===== src/rtl/fetch_unit.sv =====
// rtl/fetch_unit.sv - instruction-fetch stage: PC, one-outstanding imem reads, FD register, skid buffer
//
// Ports:
//   clk, rst           pipeline clock, synchronous active-high reset
//   stall              hazard-unit stall; holds FD outputs while a valid instruction sits there
//   redirect, pc_jmp   flush FD and restart fetch at {pc_jmp[31:2], 2'b00}
//   imem_req/addr      read request and word address (held until imem_ack)
//   imem_ack/rdata     one-cycle response strobe and instruction word
//   fd_valid/pc/pc4/instr  FD pipeline register contents
module fetch_unit #(
  parameter logic [31:0] RESET_PC = 32'h0000_0000
) (
  input  logic        clk,
  input  logic        rst,
  input  logic        stall,
  input  logic        redirect,
  input  logic [31:0] pc_jmp,
  output logic        imem_req,
  output logic [31:0] imem_addr,
  input  logic        imem_ack,
  input  logic [31:0] imem_rdata,
  output logic        fd_valid,
  output logic [31:0] fd_pc,
  output logic [31:0] fd_pc4,
  output logic [31:0] fd_instr
);

  // BLOCKED is entered exactly when the skid buffer fills and left exactly
  // when it drains or is flushed, so the state doubles as the skid-full flag.
  typedef enum logic [1:0] {FETCH, BLOCKED, DISCARD} state_t;

  state_t      state;
  logic [31:0] pc;
  logic [31:0] stale_addr;   // address of the in-flight read being thrown away
  logic [31:0] skid_pc;
  logic [31:0] skid_instr;
  logic [31:0] target;
  logic [31:0] pc_next;
  logic        slot_free;

  assign target    = pc_jmp & 32'hFFFF_FFFC;
  assign pc_next   = pc + 32'd4;
  assign slot_free = !fd_valid || !stall;

  // DISCARD keeps presenting the old address so the pending read completes
  // against a stable request even though pc already holds the new target.
  assign imem_req  = !rst && (state != BLOCKED);
  assign imem_addr = (state == DISCARD) ? stale_addr : pc;

  always_ff @(posedge clk) begin
    if (rst) begin
      state      <= FETCH;
      pc         <= RESET_PC;
      stale_addr <= RESET_PC;
      skid_pc    <= 32'h0;
      skid_instr <= 32'h0;
      fd_valid   <= 1'b0;
      fd_pc      <= 32'h0;
      fd_pc4     <= 32'h0;
      fd_instr   <= 32'h0;
    end else if (redirect) begin
      fd_valid <= 1'b0;
      fd_instr <= 32'h0;
      pc       <= target;
      case (state)
        FETCH: begin
          // A read still in flight must be drained before the target is fetched.
          if (!imem_ack) begin
            state      <= DISCARD;
            stale_addr <= pc;
          end
        end
        BLOCKED: state <= FETCH;
        DISCARD: begin
          if (imem_ack) state <= FETCH;
        end
        default: state <= FETCH;
      endcase
    end else begin
      case (state)
        FETCH: begin
          if (imem_ack) begin
            pc <= pc_next;
            if (slot_free) begin
              fd_valid <= 1'b1;
              fd_pc    <= pc;
              fd_pc4   <= pc_next;
              fd_instr <= imem_rdata;
            end else begin
              skid_pc    <= pc;
              skid_instr <= imem_rdata;
              state      <= BLOCKED;
            end
          end else if (!stall) begin
            fd_valid <= 1'b0;
          end
        end
        BLOCKED: begin
          if (!stall) begin
            fd_valid <= 1'b1;
            fd_pc    <= skid_pc;
            fd_pc4   <= skid_pc + 32'd4;
            fd_instr <= skid_instr;
            state    <= FETCH;
          end
        end
        DISCARD: begin
          if (imem_ack) state <= FETCH;
        end
        default: state <= FETCH;
      endcase
    end
  end

endmodule

===== config.mk =====
export PLATFORM = sky130hd
export DESIGN_NAME = fetch_unit
export DESIGN_NICKNAME = d
export VERILOG_FILES = /design/src/rtl/fetch_unit.sv
export SDC_FILE = /design/constraint.sdc
export NUM_CORES = 1
export LEC_CHECK = 0
export ABC_AREA = 1
export BUFFER_PORTS_ARGS = -buffer_cell sky130_fd_sc_hd__clkbuf_2
export CAP_MARGIN = 20
export CELL_PAD_IN_SITES_DETAIL_PLACEMENT = 0
export CELL_PAD_IN_SITES_GLOBAL_PLACEMENT = 1
export CORE_MARGIN = 2
export CORE_UTILIZATION = 37
export CTS_BUF_LIST = sky130_fd_sc_hd__clkbuf_8
export DETAILED_ROUTE_END_ITERATION = 16
export PLACE_DENSITY = 0.87
export SKIP_CTS_REPAIR_TIMING = 1
export SLEW_MARGIN = 20
export SYNTH_ARGS = -nofsm -noshare
export SYNTH_HDL_FRONTEND = slang
export SYNTH_SLANG_ARGS = --single-unit
export TNS_END_PERCENT = 10

===== constraint.sdc =====
create_clock -name clk -period 1.6 [get_ports clk]
set_input_delay 0.32 -clock clk [delete_from_list [all_inputs] [get_ports clk]]
set_output_delay 0.32 -clock clk [all_outputs]
set_load 0.01 [all_outputs]

### After elaboration in Yosys (flattened, before gate mapping)

Cells that the tools add are included.
Widths: inputs -> output; s select.

| cells by class | value |
|---|---|
| add/subtract/negate cells | 2 |
| equality and inequality tests | 12 |
| muxes and demuxes | 29 |
| bitwise logic cells | 3 |
| reductions and logical operators | 18 |

Operators by type and width:

| operator | count |
|---|---|
| $mux 32 | 13 |
| $pmux 32 s2 | 3 |
| $add 32x3->32 const B | 2 |
| $ne 3x3->1 const B | 6 |
| $reduce_and 4->1 | 4 |
| $mux 2 | 6 |
| $ne 2x2->1 const B | 3 |
| $pmux 2 s3 | 1 |
| $reduce_bool 2->1 | 3 |
| $reduce_and 5->1 | 1 |
| $mux 1 | 4 |
| $pmux 2 s2 | 1 |
| $reduce_and 2->1 | 2 |
| $logic_not 1->1 | 3 |
| $not 1->1 | 3 |
| $reduce_and 3->1 | 1 |
| $eq 2x1->1 const B | 1 |
| $eq 2x2->1 const B | 1 |
| $logic_not 2->1 | 1 |
| $ne 2x1->1 const B | 1 |
| $pmux 1 s2 | 1 |
| $reduce_or 2->1 | 1 |
| $logic_and 1x1->1 | 1 |
| $logic_or 1x1->1 | 1 |

| storage, ports and cells | value |
|---|---|
| register bits | 227 |
| bits of input ports | 69 |
| logic and storage cells | 74 |

### Longest topological paths before layout

| logic depth | value |
|---|---|
| word-level depth | 6 |
| gate-level depth with buffers | 12 |
| mapped depth without buffers | 11 |

### Worst setup path before layout

OpenSTA, ideal clock, no wires.

| timing path | value |
|---|---|
| path kind | reg2out |
| start point | register state[0] |
| end point | output imem_addr[10] |
| data arrival time | 1.362 ns |
| required time | 1.280 ns |
| setup slack | -0.082 ns |
| cell stages (with the launch flop) | 6 |
| path buffers | 2 |
| cell sequence | dfxtp_1 > inv_1 > nand2_1 > buf_2 > buf_1 > a21oi_1 |

| on the way | value |
|---|---|
| longest elaborated chain between the ends | 2 |

RTL lines:

| what | line | source |
|---|---|---|
| start: declaration | 32 | `state_t state;` |
| start signal: assignment | 52 | `state <= FETCH;` |
| start signal: assignment | 69 | `state <= DISCARD;` |
| start signal: assignment | 73 | `BLOCKED: state <= FETCH;` |
| $eq 2x2->1 | 48 | `assign imem_addr = (state == DISCARD) ? stale_addr : pc;` |
| $mux 32 | 48 |  |
| end: declaration | 19 | `output logic [31:0] imem_addr,` |

Every way passes these cells.

### Worst setup path in the final report

| timing path | value |
|---|---|
| start point | register state[1] |
| end point | output imem_addr[13] |

The elaborated chain is that of the path after synthesis.

==> flow_summary.toml <==
[outcome]
status = "complete, but fails checks"
violations = "negative setup slack"

[floorplanning]
core_area_um2 = 27700
die_w_um = 172
initial_core_util_pct = 37.5
io_pins = 199
die_h_um = 172
num_rows = 61
dieArea_um2 = 29400

[power_and_ir_drop]
p_per_area_nw_per_um2 = 914
cellInternalPower_uw = 9580
sw_frac_of_total_pct = 28.3
clkPwrFrac_pct = 40.7
leakage_uw = 0.00665
switchingPower_uw = 3790
p_comb_share_pct = 15.4
vdd_drop_max_mv = 0.488
seq_power_share_pct = 44.0

[timing]
fmaxAchievable_ghz = 0.504
rsz0062_at_grt = "true"
setup_viol = 145
finalClockSkew_ns = 0.0184
finalHoldViolations = 0
setup_ws_ns = -0.386
finalMaxSlewViolations = 0
finalCritPeriodShare_pct = 124
min_period_ns = 1.99
setup_tns_ns = -21.85

[synth]
yosysWarnings = 0
ys_async_sr_fraction_pct = 0
synth_top_area_cell = "dfxtp_1"
ys_ff_latch = 217
ys_top_cells_by_area = "dfxtp_1, nand2_1, nor2_1"
synth_cell_types = 41
synth_ff_type = "dfxtp_1"
ys_seq_area_share_pct = 41.8
syn_area_um2 = 10400
synth_top_cell_area_share_pct = 41.8
syn_area_per_cell_um2 = 6.77
syn_inst = 1534
synth_edf_count = 0

[finish]
drive_gt1_share_pct = 29.7
area_growth_pct = 40.6
layout.nets = 1980
design_area_um2 = 14600
n_antenna_cell = 0
num-fill-cells = 2764

[detailed_routing]
wl_per_cell_um = 16.0
vias = 11600
finalWirelength_um = 36900
drcViolationCount = 0
drt_first_pass_iters = 6
drtAntennaViolNets = 0
detail_route.iter0.violations = 1186
vias_per_cell = 5.01

[global_route]
grt_pass1_wl_um = 55800
grtUsageTotal_pct = 24.1
grt_max_degree = 65
antenna_found_initial = 0
globalRouteOverflowTotal = 0
grt_pass1_vias = 10400

[worst_setup_path]
worstPathMaxFanout = 6
critPathArrivalTime_ns = 1.67
end_kind = "primary output"
critPathRequiredTime_ns = 1.28
start_kind = "flop"
path_class = "reg2out"

[min_path]
min_path_type = "in2reg"

[clocking]
clk_pin_slew_ns = 0.07
cts-htree-levels = 2
clkSinkCount = 217
cts_root_buffer = "clkbuf_8"
insertion_delay_ns = 0.55
cts_buffers = 39
cts_tree = "built"
cts_max_path_buffers = 3

[job]
max-cap-violations = 0

[place]
dp_slack_ns = -0.171
io_buffers = 190
place.gp.congestion = 0.926
hpwl_um = 26900
place_area_um2 = 13300
cell usage after synthesis (2+ instances only):
cell and count:
a211oi_1 3, a21oi_1 102, a311oi_1 9, a31oi_1 73, buf_1 8, buf_2 28, buf_4 10, buf_6 5
clkbuf_1 50, dfxtp_1 217, ha_1 2, inv_1 79, inv_2 6, mux2_2 6, nand2_1 391, nand3_1 58
nand3b_1 4, nand4_1 5, nor2_1 250, nor2_2 3, nor2_4 5, nor3_1 4, nor3b_1 2, o21ai_0 140
o21ai_1 37, xnor2_1 4, xor2_1 19
cells in the final DEF, fill, tap and decap left out, types with 14 or more instances in the layout:
master,count
clkbuf_8,48
inv_1,88
xor2_1,16
o21ai_0,67
buf_12,21
a31oi_1,73
nor2_4,14
a21oi_1,90
nand2_1,382
clkbuf_2,172
nor2_1,231
o21ai_1,107
buf_2,15
dfxtp_1,209
nand3_1,53
buf_4,211
flip-flops by register name, summed over array words and instances, names as in the netlist:
| register | count |
|---|---|
| state | 2 |
| fd_valid | 1 |
| fd_pc | 30 |
| skid_instr | 32 |
| pc | 30 |
| stale_addr | 30 |
| fd_pc4 | 30 |
| fd_instr | 32 |
| skid_pc | 30 |
cells by family (layout without fill, tap and decap cells):
kind of cell / after synthesis / after routing / share of synthesized area [%]
AND/OR/NAND/NOR: 726 / 727 / 28.1
AO/OA/AOI/OAI: 371 / 371 / 19.3
adder cells (fa/ha/maj): 2 / 2 / 0.241
buffers and inverters: 188 / 584 / 7.86
other: 1 / 6 / 0.0361
multiplexers: 6 / 6 / 0.650
XOR/XNOR: 23 / 23 / 1.94
flip-flops: 217 / 217 / 41.8
critical path, cell delays in order (launching register included):
cell,delay (ns)
dfxtp_4,0.34
buf_6,0.13
nand2_8,0.10
buf_6,0.12
mux2_4,0.30
buf_6,0.12
layer usage:
metal  part of all wire, %  global-route usage, %  vias up
met2                    43                   36.0      423
met5                     0                      0        -
met1                    48                   35.8     5309
met3                   6.9                   3.80       54
li1                      -                      -     5810
met4                   2.4                   6.82        0
power by group through the flow:
| stage | registers [uW] | clock network (uW) | logic [uW] |
|---|---|---|---|
| finish | 5870 | 5430 | 2060 |
| global placement | 5970 | 0 | 1920 |
| floorplan | 6030 | 0 | 920 |
| CTS | 5870 | 5520 | 1940 |
| global route | 5910 | 5750 | 2250 |
| detailed placement | 5980 | 0 | 1930 |
stage by stage:
step	power, uW	utilization [%]	hold WS [ns]	cells
after CTS	13300	51.0	-0.0129	2302
after floorplan	6950	-	0.455	1539
after global routing	13900	52.7	0.00538	2314
after detailed placement	7910	48.1	0.463	2234
final	13400	52.7	0.0135	2314
after global placement	7890	48.1	0.461	2234
cell type report:
| type | count | area [um^2] | share of cell area (%) |
|---|---|---|---|
| clock inverters | 20 | 140 | 0.959 |
| repair buffers | 430 | 3110 | 21.3 |
| inverters | 86 | 330 | 2.26 |
| well taps | 378 | 473 | 3.24 |
| clock buffers | 48 | 661 | 4.52 |
| flip-flops and latches | 217 | 4360 | 29.8 |
| multi-input cells | 1135 | 5540 | 37.9 |
final timing paths:
| kind | startpoint | end | slack, ns | depth (start not counted) |
|---|---|---|---|---|
| min | imem_rdata[28] | skid_instr[28] | 0.01 | 3 |
| min reg2reg | skid_instr[0] | fd_instr[0] | 0.47 | 2 |
| max | state[1] | imem_addr[13] | -0.39 | 5 |
| max reg2reg | state[0] | skid_pc[2] | -0.21 | 11 |
Note: power is estimated with default switching activity, not from simulation.
